===== config.mk =====
export PLATFORM = sky130hd
export DESIGN_NAME = aes_keysched_ctrl
export DESIGN_NICKNAME = d
export VERILOG_FILES = /design/src/rtl/aes_keysched_ctrl.sv
export SDC_FILE = /design/constraint.sdc
export NUM_CORES = 1
export LEC_CHECK = 0
export ABC_AREA = 1
export CORE_AREA = 2 2 306 308
export CTS_CLUSTER_DIAMETER = 200
export DETAILED_ROUTE_END_ITERATION = 16
export DIE_AREA = 0 0 308 310
export MAX_ROUTING_LAYER = met4
export PLACE_DENSITY_LB_ADDON = 0.12
export SYNTH_ARGS = -nofsm -noshare
export SYNTH_HDL_FRONTEND = slang
export SYNTH_SLANG_ARGS = --single-unit

===== constraint.sdc =====
create_clock -name clk -period 1.85 [get_ports clk]
set_input_delay 0.37 -clock clk [delete_from_list [all_inputs] [get_ports clk]]
set_output_delay 0.37 -clock clk [all_outputs]
set_load 0.02 [all_outputs]

===== src/rtl/aes_keysched_ctrl.sv =====
// aes_keysched_ctrl: sequences the byte-serial AES round-key datapath and streams round keys 0..Nr.
// Define AES_KS_PERF_CNT_EN to add the saturating stall_cnt backpressure counter.
module aes_keysched_ctrl (
  input  logic         clk,
  input  logic         rst_n,
  input  logic         start,
  input  logic         abort,
  input  logic [1:0]   mode_in,
  input  logic [255:0] key_in,
  input  logic         rk_ready,
  input  logic [127:0] round_key,
  output logic [3:0]   RD,
  output logic [1:0]   mode,
  output logic [4:0]   width_sel,
  output logic [127:0] prev_key,
  output logic [127:0] current_key,
  output logic         rk_valid,
  output logic [3:0]   rk_idx,
  output logic [127:0] rk_data,
  output logic         busy,
  output logic         done,
`ifdef AES_KS_PERF_CNT_EN
  output logic         err,
  output logic [15:0]  stall_cnt
`else
  output logic         err
`endif
);
  typedef enum logic [2:0] {IDLE, EMIT0, EMIT1, SUB, COMMIT, OUT, DONE} state_t;
  state_t state, next_state;
  logic [3:0] nr, n_rd, n_idx;
  logic [1:0] n_mode;
  logic [4:0] n_ws;
  logic [127:0] n_prev, n_cur, n_data;
  logic n_valid, n_done, n_err, accept, go;
  assign nr = mode == 2'd2 ? 4'd14 : mode == 2'd1 ? 4'd12 : 4'd10;
  assign accept = rk_valid & rk_ready;
  assign go = state == IDLE & start & mode_in != 2'b11;
  always_ff @(posedge clk)
    if (!rst_n) begin
      state       <= IDLE;
      RD          <= '0;
      mode        <= '0;
      width_sel   <= 5'h04;
      prev_key    <= '0;
      current_key <= '0;
      rk_valid    <= 1'b0;
      rk_idx      <= '0;
      rk_data     <= '0;
      busy        <= 1'b0;
      done        <= 1'b0;
      err         <= 1'b0;
    end else begin
      state       <= next_state;
      RD          <= n_rd;
      mode        <= n_mode;
      width_sel   <= n_ws;
      prev_key    <= n_prev;
      current_key <= n_cur;
      rk_valid    <= n_valid;
      rk_idx      <= n_idx;
      rk_data     <= n_data;
      busy        <= next_state != IDLE;
      done        <= n_done;
      err         <= n_err;
    end
  always_comb begin
    next_state = state;
    if (abort) next_state = IDLE;
    else
      case (state)
        IDLE:    next_state = go ? EMIT0 : IDLE;
        EMIT0:   next_state = !accept ? EMIT0 : mode == 2'd2 ? EMIT1 : SUB;
        EMIT1:   next_state = accept ? SUB : EMIT1;
        SUB:     next_state = width_sel == 5'd3 ? COMMIT : SUB;
        COMMIT:  next_state = OUT;
        OUT:     next_state = !accept ? OUT : RD == nr ? DONE : SUB;
        default: next_state = IDLE;
      endcase
  end
  // width_sel parks at 4 everywhere but SUB so a stalled consumer never disturbs the accumulator
  always_comb begin
    n_rd    = RD;
    n_mode  = mode;
    n_prev  = prev_key;
    n_cur   = current_key;
    n_idx   = rk_idx;
    n_data  = rk_data;
    n_ws    = 5'h04;
    n_valid = 1'b0;
    n_done  = 1'b0;
    n_err   = 1'b0;
    if (!abort)
      case (state)
        IDLE: begin
          n_err = start && mode_in == 2'b11;
          if (go) begin
            n_mode  = mode_in;
            n_prev  = mode_in == 2'd2 ? key_in[255:128] : key_in[127:0];
            n_cur   = key_in[127:0];
            n_valid = 1'b1;
            n_idx   = 4'd0;
            n_data  = n_prev;
          end
        end
        EMIT0: begin
          n_valid = !accept || mode == 2'd2;
          if (accept && mode == 2'd2) begin
            n_idx  = 4'd1;
            n_data = current_key;
          end
          if (accept && mode != 2'd2) begin
            n_rd = 4'd1;
            n_ws = 5'd0;
          end
        end
        EMIT1: begin
          n_valid = !accept;
          if (accept) begin
            n_rd = 4'd2;
            n_ws = 5'd0;
          end
        end
        SUB: n_ws = width_sel == 5'd3 ? 5'h04 : width_sel + 5'd1;
        COMMIT: begin
          n_data  = round_key;
          n_idx   = RD;
          n_valid = 1'b1;
          n_prev  = mode == 2'd2 ? current_key : round_key;
          n_cur   = round_key;
        end
        OUT: begin
          n_valid = !accept;
          n_done  = accept && RD == nr;
          if (accept && RD != nr) begin
            n_rd = RD + 4'd1;
            n_ws = 5'd0;
          end
        end
        default: ;
      endcase
  end
`ifdef AES_KS_PERF_CNT_EN
  always_ff @(posedge clk)
    if (!rst_n || (go && !abort)) stall_cnt <= '0;
    else if (rk_valid && !rk_ready && stall_cnt != 16'hFFFF) stall_cnt <= stall_cnt + 16'd1;
`endif
endmodule


==> results.md <==
- The share of the synthesized area in the top cell type is 0.3608.
- From synthesis to final layout, the design area changed by 58.85%.
- The die is 310 µm tall.
- The worst-case setup slack after placement is -512.8 ps.
- The via count of the first global-routing pass is between 20000 and 30000.
- The mean cell area of the mapped netlist is roughly 5.9 µm².
- The critical path is of the reg -> reg type.
- The source of the worst hold timing path is rst_n.
- Walking the worst path, the cells encountered are inv_2 -> ha_4 -> clkinv_4 -> nor2_4 -> nor2_4 -> nor2_4 -> nand2_8 -> buf_16 -> clkbuf_16 -> nor3_4 -> nor2_1.
- The total number of nets in the final design is 5041.
- The clock insertion delay at the later pin of the skew report is 610 ps.
- The tree is rooted in a sky130_fd_sc_hd__clkbuf_16.
- In the final layout, the share of cells above drive strength 1 is 0.09462.
- The worst ir drop on vdd is 0.6147 mV.
- The core utilization of the finished layout is 0.3869.
- The count of filler cells inserted in the layout is 9951.
- In this run the critical register-to-register path is launched from mode[0]$_SDFFE_PN0P_.
- Counting both buffers and inverters, the worst setup path holds a total of 4.
- The Yosys step of the flow raised 0 warnings.
- Of the available clock period, the critical path in the final layout requires 0.9882.
- For this design, the slowest cell found on the critical path is sky130_fd_sc_hd__dfxtp_2.
- In this run the tightest slew margin relative to its limit is 0.6447.
- The final instance count without filler cells is 5894.
- Setup repair after global routing could not meet its margin everywhere.
- The number of antenna-violating nets in the routed design is 0.
- The synthesized area is 0.02253 mm².
- CTS built an H-tree with a depth of 2.
- After global routing the overflow that remains totals 0.
- After floorplanning, the core was divided into 112 placement rows.
- Based on the critical path, the design can be clocked at up to 0.5470 GHz.
- The detailed-router iteration count before antenna repair is 6.
- The analysis attributes to cell leakage a power of 0.01743 µW.
- After clock tree synthesis, the flow added hold-fix buffers numbering 0.
- The peak per-stage delay on the critical path is 330 ps.
- The detailed router placed 27672 vias in this run.
- The worst register-to-register path has a setup slack of 20 ps.
- In this run the worst path has a maximum fanout of 8.
- After layout, the worst setup slack is 21.80 ps.
- The cell count after synthesis came out at 3827.
- In the global route stage, overall resource usage came out at 0.2472.
- The synthesized design contains 0 enable-type register cells.
- Routability-driven placement finished with a final weighted congestion of ~0.9.
- STA puts the critical path data arrival time at 2310 ps.
- The TritonCTS buffer count is 53.
- For this configuration, the core starts out at a cell density of 0.2436.
- The initial antenna violation count was 15.
- The smallest hold slack is 84.25 ps.
- The kind of launch point of the worst setup path is a register.
- The maximum clock insertion buffer count is 3.
- The DRC violation count after routing is 0.
- The first global-routing pass estimated 173400 µm of wire.
- In this run the horizontal extent of the chip is 308 µm.
- Buffers placed on the I/O ports in this run total 793.
- The floorplan step defined a die boundary enclosing 0.09548 mm².
- Between clock sinks in the finished design, the worst skew comes to 28.14 ps.
- The final layout contains routed wiring with a total length of 123900 µm.
- After detailed routing, the number of vias per cell comes to about 4.7.
- The endpoint identified for the worst register-to-register timing path is rk_data[110]$_SDFFE_PN0P_.
- The total count of hold-check failures in the final report came to 0.
- Synthesis inferred 406 register bits.
- After detailed routing, the average wire length per cell comes to 21.03 µm.
- The post-DP HPWL is 85610 µm.
- The hold-critical path depth is 3.
- At the pin with the least slew margin, the transition time is 533.0 ps.
- During I/O placement, the number of pins put on the boundary was 794.
- After clock tree synthesis, the clock-pin slew on the worst setup and hold paths is 60 ps.
- The top cell family by delay on the critical path is simple AND/OR/NAND/NOR gates.
- The CTS tree is done.
- For the finished layout, the period the worst path requires is 1828 ps.
- The cell taking the most area after synthesis is sky130_fd_sc_hd__dfxtp_1.
- The total setup violations reported at the end of the flow is 0.
- Synthesis produced a netlist with a net count of 4222.
- The tool flagged a number of max-cap violations equal to 0.
- The clock drives between 400 and 500 sinks.
- In this run the power density over the cells is 751.2 mW/mm².
- The region available for standard cell placement spans 0.09249 mm².
- For hold timing, the worst endpoint is rk_data[37]$_SDFFE_PN0P_.
- The final number of max-transition violations was 0.
- The tightest min-delay check is of the in -> reg type.
- Synthesis instantiated 27 different standard cells from the library.
- Overall power consumption after layout is estimated at between 20000 and 30000 µW.
- The share of the Yosys chip area taken by registers is 0.3608.
- Data on the critical path is required at its endpoint by 2330 ps.
- Of all flip-flops after synthesis, the portion carrying an async set or reset was 0.
- Entering global routing, the biggest net connects 98 pins.
- The type of destination of the critical path is a register.
- Including well taps, the total number of placed cells is about 5700.
- The cell depth of the worst flop-to-flop path is 11.
- The first routing iteration left 2099 violations.
- In the synthesized netlist the dominant register cell turns out to be sky130_fd_sc_hd__dfxtp_1.
- By area the synthesized netlist is led by sky130_fd_sc_hd__dfxtp_1, sky130_fd_sc_hd__nand2_1, sky130_fd_sc_hd__nor2_1, sky130_fd_sc_hd__o21ai_0, sky130_fd_sc_hd__inv_1.
- Among the stages of the critical path, the cell type that occurs most often is sky130_fd_sc_hd__nor2_4.
- The flow ran to the end, and the final reports show no timing, DRC or antenna violations.
==> Yosys cell counts (all sizes together), types with 2 or more instances <==
master,count
a21o,4
dfxtp,406
nand2,1240
nor2,730
clkbuf,125
ha,4
a21oi,182
nand4,3
buf,146
xor2,2
inv,290
o21ai,461
o211ai,59
nor3,114
nand3b,2
nand3,56
==> sequential cells by signal, indices dropped and copies added (netlist names) <==
| signal | flops |
|---|---|
| err | 1 |
| rk_data | 128 |
| current_key | 128 |
| width_sel | 5 |
| done | 1 |
| rk_idx | 4 |
| mode | 2 |
| rk_valid | 1 |
| busy | 1 |
| RD | 4 |
| prev_key | 128 |
| state | 3 |
==> where the power goes <==
part	total [µW]	internal (µW)	switching [µW]
clock network	10200	5880	4310
registers	9880	9380	500
logic	6820	2880	3940
total	26900	18100	8740
==> tightest hold or removal path, stage by stage <==
cell                      delay [ps]
sky130_fd_sc_hd__buf_8           160
sky130_fd_sc_hd__nand2_1          80
sky130_fd_sc_hd__nor2_1           30
==> per-layer routing <==
layer	track usage	vias to the layer above	part of all wire
met5	-	-	0
met4	0.06489	0	0.027
met3	0.05374	155	0.075
met2	0.4087	1039	0.47
met1	0.3046	12762	0.42
li1	-	13716	-
==> repair_timing <==
| item | CTS | global route |
|---|---|---|
| endpoints found under the setup margin | 586 | 254 |
| pin swaps | 4 | 30 |
| gates resized for setup | 476 | 124 |
| cloned | 4 | 23 |
| buffers inserted | 15 | 8 |
==> worst max-delay path by stage <==
stage	endpoint	startpoint	slack [ps]	cells past startpoint
after floorplan	rk_data[59]$_SDFFE_PN0P_	mode[0]$_SDFFE_PN0P_	70	13
after CTS	mode[1]	mode[1]$_SDFFE_PN0P_	-3	2
final	rk_data[110]$_SDFFE_PN0P_	mode[0]$_SDFFE_PN0P_	20	11
after global routing	prev_key[45]$_SDFFE_PN0P_	mode[0]$_SDFFE_PN0P_	-60	10
after global placement	prev_key[44]$_SDFFE_PN0P_	mode_in[0]	-520	10
after detailed placement	prev_key[44]$_SDFFE_PN0P_	mode_in[0]	-510	10
==> layout by cell type (no fill, tap or decap), drive strengths merged, types with 3 or more instances in the layout <==
cell	netlist	layout
dfxtp	406	406
inv	290	290
nand4	3	3
nand3	56	56
clkinv	1	12
diode	0	15
a21oi	182	182
clkdlybuf4s50	0	388
clkdlybuf4s15	0	26
dlygate4sd2	0	373
ha	4	4
clkbuf	125	102
o211ai	59	59
o21ai	461	461
nand2	1240	1240
nor3	114	114
buf	146	224
nor2	730	730
a21o	4	4
==> metrics by stage <==
step	TNS (ps)	instance area, µm²
2_1_floorplan	0	22530
3_3_place_gp	-121160	33180
3_5_place_dp	-122000	33180
4_1_cts	-2.695	34800
5_1_grt	-764.3	35780
6_report	0	35790
==> kinds of logic (layout without fill, tap and decap cells) <==
kind of cell	count (synthesis)	in the layout	synth area share
AO/OA/AOI/OAI	707	707	0.1643
adder cells (fa/ha/maj)	4	4	0.002222
AND/OR/NAND/NOR	2146	2146	0.3688
buffers and inverters	562	1417	0.1031
XOR/XNOR	2	2	0.0007777
flip-flops	406	406	0.3608
other	0	15	0
==> area by class of cell <==
| cell class | instances | area [µm²] | area share |
|---|---|---|---|
| inverter | 291 | 1117 | 0.03122 |
| antenna | 15 | 37.54 | 0.001049 |
| sequential | 406 | 8148 | 0.2277 |
| tap | 1197 | 1498 | 0.04185 |
| clock buffer | 78 | 1550 | 0.04332 |
| multi-input combinational | 2859 | 12480 | 0.3487 |
| clock inverter | 13 | 100.1 | 0.002797 |
| timing repair buffer | 1035 | 10860 | 0.3034 |
Note: power is estimated with default switching activity, not from simulation.
